`config.mk`:
```
export PLATFORM = sky130hd
export DESIGN_NAME = risc_v_rf_mp
export DESIGN_NICKNAME = d
export VERILOG_FILES = /design/src/rtl/risc_v_rf_mp.sv
export SDC_FILE = /design/constraint.sdc
export NUM_CORES = 2
export LEC_CHECK = 0
export BUFFER_PORTS_ARGS = -buffer_cell sky130_fd_sc_hd__clkbuf_2
export CAP_MARGIN = 15
export CORE_MARGIN = 1.5
export CORE_UTILIZATION = 35
export CTS_CLUSTER_SIZE = 12
export DETAILED_ROUTE_END_ITERATION = 8
export SLEW_MARGIN = 10
export SYNTH_ARGS = -nofsm -noshare
export SYNTH_HDL_FRONTEND = slang
export SYNTH_SLANG_ARGS = --single-unit
```
`constraint.sdc`:
```
create_clock -name clk -period 2.4 [get_ports clk]
set_input_delay 0.36 -clock clk [delete_from_list [all_inputs] [get_ports clk]]
set_output_delay 0.36 -clock clk [all_outputs]
set_load 0.005 [all_outputs]
```
`src/rtl/risc_v_rf_mp.sv`:
```
// Multi-read-port RISC-V integer register file with two write ports and a per-register busy scoreboard.
// Define RF_BYPASS_EN for write-first reads; leave it undefined for read-first reads.
module risc_v_rf_mp #(
  parameter int XLEN = 32,
  parameter int AW   = 5,
  parameter int NRP  = 2
) (
  input  logic                clk,
  input  logic                reset,
  input  logic                wr0,
  input  logic [AW-1:0]       waddr0,
  input  logic [XLEN-1:0]     wdata0,
  input  logic                wr1,
  input  logic [AW-1:0]       waddr1,
  input  logic [XLEN-1:0]     wdata1,
  input  logic [NRP-1:0]      re,
  input  logic [NRP*AW-1:0]   raddr,
  output logic [NRP*XLEN-1:0] rdata,
  output logic [NRP-1:0]      rbusy,
  input  logic                alloc,
  input  logic [AW-1:0]       alloc_addr
);

  localparam int NREGS = 2 ** AW;

  // There is no handshake: every write, alloc and read request is taken on the posedge it is
  // presented, with no valid/ready pair and no stall path.

  logic [XLEN-1:0]     regs [NREGS];
  logic [NREGS-1:0]    busy;
  logic [NREGS-1:0]    busy_next;
  logic [NRP*XLEN-1:0] rdata_next;
  logic [NRP-1:0]      rbusy_next;

  logic wen0;
  logic wen1;

  assign wen0 = wr0 && (waddr0 != '0);
  assign wen1 = wr1 && (waddr1 != '0);

  // A write retires the pending producer; an alloc applied afterwards lets a new producer win.
  always_comb begin
    busy_next = busy;
    if (wen0) busy_next[waddr0] = 1'b0;
    if (wen1) busy_next[waddr1] = 1'b0;
    if (alloc && (alloc_addr != '0)) busy_next[alloc_addr] = 1'b1;
    busy_next[0] = 1'b0;
  end

  // Port 1 is assigned last so it wins a same-address collision.
  always_ff @(posedge clk or negedge reset) begin
    if (!reset) begin
      for (int r = 0; r < NREGS; r++) regs[r] <= '0;
    end else begin
      if (wen0) regs[waddr0] <= wdata0;
      if (wen1) regs[waddr1] <= wdata1;
    end
  end

  always_ff @(posedge clk or negedge reset) begin
    if (!reset) busy <= '0;
    else        busy <= busy_next;
  end

  always_comb begin : read_next
    logic [AW-1:0]   a;
    logic [XLEN-1:0] d;
    a          = '0;
    d          = '0;
    rdata_next = rdata;
    rbusy_next = rbusy;
    for (int i = 0; i < NRP; i++) begin
      a = raddr[i*AW +: AW];
      if (re[i]) begin
        if (a == '0) begin
          rdata_next[i*XLEN +: XLEN] = '0;
          rbusy_next[i]              = 1'b0;
        end else begin
`ifdef RF_BYPASS_EN
          d = regs[a];
          if (wen0 && (waddr0 == a)) d = wdata0;
          if (wen1 && (waddr1 == a)) d = wdata1;
          rdata_next[i*XLEN +: XLEN] = d;
          rbusy_next[i]              = busy_next[a];
`else
          d                          = regs[a];
          rdata_next[i*XLEN +: XLEN] = d;
          rbusy_next[i]              = busy[a];
`endif
        end
      end
    end
  end

  always_ff @(posedge clk or negedge reset) begin
    if (!reset) begin
      rdata <= '0;
      rbusy <= '0;
    end else begin
      rdata <= rdata_next;
      rbusy <= rbusy_next;
    end
  end

endmodule

```
# --- Word level (Yosys, flattened, before mapping) ---
# Cells that the tools add are included.
word_totals:
  reg_bits: 1121
  in_bits: 96
  output_inout_bits: 66
  elab_cells: 104
classes:
  n_lt_le_gt_ge: 14
  n_mux: 31
  bitwise: 9
  reduce_logical: 13
op_table:
  columns: ["cell", "n"]
  rows:
  - ["1024-bit bitwise mux", 2]
  - ["1024-bit 2-to-1 mux", 2]
  - ["32-bit 2-to-1 mux", 11]
  - ["32-bit binary-select mux with 5-bit select", 2]
  - ["32-bit demux with 5-bit select", 2]
  - ["32-bit AND", 2]
  - ["32-bit inverter", 2]
  - ["32-bit OR", 1]
  - ["5-bit by 6-bit less-than comparator with 1-bit output (second input constant)", 5]
  - ["6-bit >= comparator (second input constant)", 4]
  - ["5-bit inverter with 6-bit output", 4]
  - ["1-bit demux with 5-bit select", 3]
  - ["5-bit by 1-bit >= comparator with 1-bit output (second input constant)", 3]
  - ["5-bit nonzero test", 3]
  - ["6-bit by 1-bit less-than comparator with 1-bit output (second input constant)", 2]
  - ["1-bit binary-select mux with 5-bit select", 2]
  - ["5-bit logical NOT", 2]
  - ["1-bit logical AND", 8]
  - ["1-bit 2-to-1 mux", 7]

# --- Logic depth before layout (Yosys ltp) ---
logic_depth:
  ltp_word: 11
  mapped_depth: 9
  mapped_depth_nobuf: 5

# --- Worst setup path after synthesis ---
# No wires, ideal clock.
synth_path:
  path_type: "input to register"
  startpoint: "input port raddr[5]"
  endpoint: "register rdata[40]"
  setup_time_ns: 0.127
  t_arrival_ns: 2.015
  required_ns: 2.273
  setup_slack_ns: 0.258
  stages: 7
  path_buffers: 4
  cell_sequence: "clkbuf_1 > buf_2 > buf_2 > buf_4 > mux4_2 > a211oi_1 > a21oi_1"
synth_between:
  elab_chain_cells: 5
  word_cells_on_any_way: 6
  classes_between: "4 x mux; 1 x bitwise; 1 x reduce/logical"
synth_lines:
  columns: ["item", "line_no", "rtl"]
  rows:
  - ["start: declaration", "17", "input logic [NRP*AW-1:0] raddr,"]
  - ["5-bit inverter with 6-bit output (not written as such)", "86", "d = regs[a];"]
  - ["32-bit binary-select mux with 5-bit select", "86", null]
  - ["32-bit 2-to-1 mux (not written as such) (2 in series)", "86", null]
  - ["32-bit 2-to-1 mux (*)", "75", "if (a == '0) begin"]
  - ["end signal: assignment", "100", "rdata <= rdata_next;"]
  - ["end: declaration", "18", "output logic [NRP*XLEN-1:0] rdata,"]
# Every way passes the cells marked *; elsewhere a longest branch is shown, timed or not. The select of a mux whose other input is x is not followed.
# A chain may end at the register's enable or synchronous reset.

# --- Worst setup path in the final report ---
layout_path:
  startpoint: "register rdata[12]"
  endpoint: "output port rdata[12]"
# No word-level cell between the ends.

==> flow_metrics.tcl <==
set metrics [dict create \
    htreeDepth 3 \
    finalWirelength_um 275000 \
    dp_hpwl_um 172000 \
    worst_pin_slew_ps 843 \
    die_h_um 443 \
    ys_ff_latch 1121 \
    synthXorXnorAreaFrac 0 \
    skew_ps 27.6 \
    maxCapViolCount 0 \
    syn_area_per_cell_um2 10.7 \
    viasPerCell 6.23 \
    clk_latency_ps 800 \
    pin_count 162 \
    drive_gt1_frac 0.220 \
    rsz0062_at_grt "false" \
    switching_power_mw 19.7 \
    endpoint_kind "output pin" \
    grt_pass1_vias 53000 \
    fmax_ghz 0.508 \
    rows 161 \
    crit_fanout 2 \
    cts-root-buf "clkbuf_16" \
    synth-simple-area-share 0.0829 \
    cp_data_arrival_time_ps 1610 \
    p_leak_nw 33.5 \
    max_stage_delay_ps 620 \
    worstSetupPathType "reg2out" \
    pwr-share-comb 0.245 \
    p_clk_frac 0.310 \
    power.density_nw_per_um2 806 \
    cp_slowest_cell "dfrtp_1" \
    wl_per_cell_um 31.1 \
    dpl_cell_area_um2 74100 \
    yosys_warnings 0 \
    final_cell_area_um2 78200 \
    vias 55100 \
    hold_viol_final 0 \
    drc 0 \
    crit_buf_inv 1 \
    grt_max_degree 82 \
    ir_drop_mv 0.618 \
    synth_top_family_by_area "multiplexers" \
    gp_congestion 0.896 \
    dr.pass1.iters 9 \
    dieArea_um2 196000 \
    cts_num_sinks 1121 \
    synth_edf_count 0 \
    setup.worst_path.start_class "flip-flop" \
    worstPathRequired_ps 2040 \
    num-nets-final 6312 \
    final_common_cell "dfrtp_1" \
    p_int_mw 43.4 \
    syn_area_um2 67700 \
    core_region_area_um2 192000 \
    gr-total-overflow 0 \
    clk_pin_slew_ps 70 \
    ys_seq_area_frac 0.414 \
    synthAdderAreaFrac 0 \
    post-route-min-period_ps 1970 \
    fin_tns_setup_ps 0 \
    die_x_um 443 \
    cts_tree "yes" \
    mostFrequentLayoutCells "dfrtp_1 (1,121), mux2i_1 (1,113), nand2_1 (608)" \
    finalSetupViolCount 0 \
    power_frac_seq 0.445 \
    io_buffers 161 \
    drtIter0Drc 7546 \
    synth.net_count 6409 \
    grt_pass1_wl_um 393000 \
    cts_made_buffers 121 \
    syn_inst 6313 \
    max-slew-margin-rel 0.438 \
    path_delay_family "flip-flops" \
    maxSlewViolCount 0 \
    fin_crit_sh 0.820 \
    synthToLayoutAreaGrowth_pct 15.5 \
    synth_top_flop_cell "dfrtp_1" \
    muxShareOfSynthArea 0.343 \
    grt_use_total 0.275 \
    ys_types 58 \
    async_reset_ff_frac 1.00 \
    power.share.switching 0.312 \
    antenna_found_initial 18 \
    hp-class "in2reg" \
    synth-compound-area-share 0.112 \
    status "completed" \
    critical_path.cell_chain "clkbuf_2" \
    start_util 0.352 \
    ant_nets 0 \
    cts_buffer_depth 3 \
]
-- cell families (layout without fill, tap and decap cells) --
family / after synthesis / count (layout)
other cells: 0 / 12
flops: 1121 / 1121
simple gates: 1382 / 1382
compound gates: 1349 / 1349
mux: 1700 / 1700
buf+inv: 761 / 759
-- cell usage after synthesis (10+ instances only) --
master	number	area (um^2)
nand2_1	639	2400
buf_2	126	631
a22oi_1	63	473
mux4_2	488	11000
o21ai_0	435	2180
a31oi_1	60	375
mux2_2	99	1110
o21ai_1	30	150
nor2b_1	44	275
o221ai_1	32	280
a32oi_1	25	219
nor2_1	577	2170
a211oi_1	32	240
a21oi_1	545	2730
a211o_1	32	280
o22ai_1	69	432
nor2_2	10	62.6
buf_1	54	203
nand3_1	45	225
buf_4	47	353
mux2i_1	1113	11100
nand2b_1	15	93.8
a32o_1	14	140
dfrtp_1	1121	28100
clkbuf_1	521	1960
-- metal layers --
metal,share of wire,track usage,wire length (um)
met3,0.10,0.0579,28000
met4,0.064,0.155,17600
met1,0.38,0.361,105000
met5,0.00011,0,30
met2,0.45,0.420,125000
-- cell type report --
type,count,area [um^2]
Fill cell,18000,114000
Timing Repair Buffer,532,6000
Antenna cell,12,30.0
Sequential cell,1121,28100
Inverter,9,33.8
Tap cell,2526,3160
Clock buffer,188,3730
Clock inverter,30,305
Multi-Input combinational cell,4431,36900
-- state kept, by name, indices dropped and copies added (netlist names) --
signal  flops
regs     1024
rdata      64
rbusy       2
busy       31
-- stage by stage --
step	util	worst slack, ps	hold WS, ps	cells	total power [mW]
after floorplan	-	258	64.4	6313	37.9
after CTS	0.407	416	50.2	8837	62.9
after global placement	0.385	28.7	377	8613	42.9
final	0.407	431	70.3	8849	63.1
after global routing	0.407	429	84.1	8846	65.7
after detailed placement	0.385	12.6	384	8613	43.5
-- power groups by stage --
| stage | logic (mW) | clock network (mW) | registers, mW |
|---|---|---|---|
| 6_report | 15.5 | 19.5 | 28.1 |
| 5_1_grt | 16.8 | 20.4 | 28.6 |
| 4_1_cts | 15.4 | 19.7 | 27.9 |
| 3_5_place_dp | 15.4 | 0 | 28.2 |
| 3_3_place_gp | 14.9 | 0 | 27.9 |
| 2_1_floorplan | 11.4 | 0 | 26.4 |
-- repair_timing --
item                                   CTS  global route
setup buffers                            0             0
resized for setup                        0             0
hold buffers                             6             0
endpoints found under the hold margin  497             0
-- worst paths after layout --
path | startpoint | to | slack [ps] | cells past startpoint
worst max-delay path | rdata[12]$_DFFE_PN0P_ | rdata[12] | 430 | 1
worst min-delay path | alloc | busy[28]$_DFF_PN0_ | 70 | 5
worst max register to register | regs[734]$_DFF_PN0_ | rdata[30]$_DFFE_PN0P_ | 600 | 5
worst min register to register | regs[994]$_DFF_PN0_ | regs[994]$_DFF_PN0_ | 390 | 0
max in group asynchronous | reset | regs[227]$_DFF_PN0_ | 1190 | 4
min in group asynchronous | reset | regs[358]$_DFF_PN0_ | 330 | 3
Note: power is estimated with default switching activity, not from simulation.
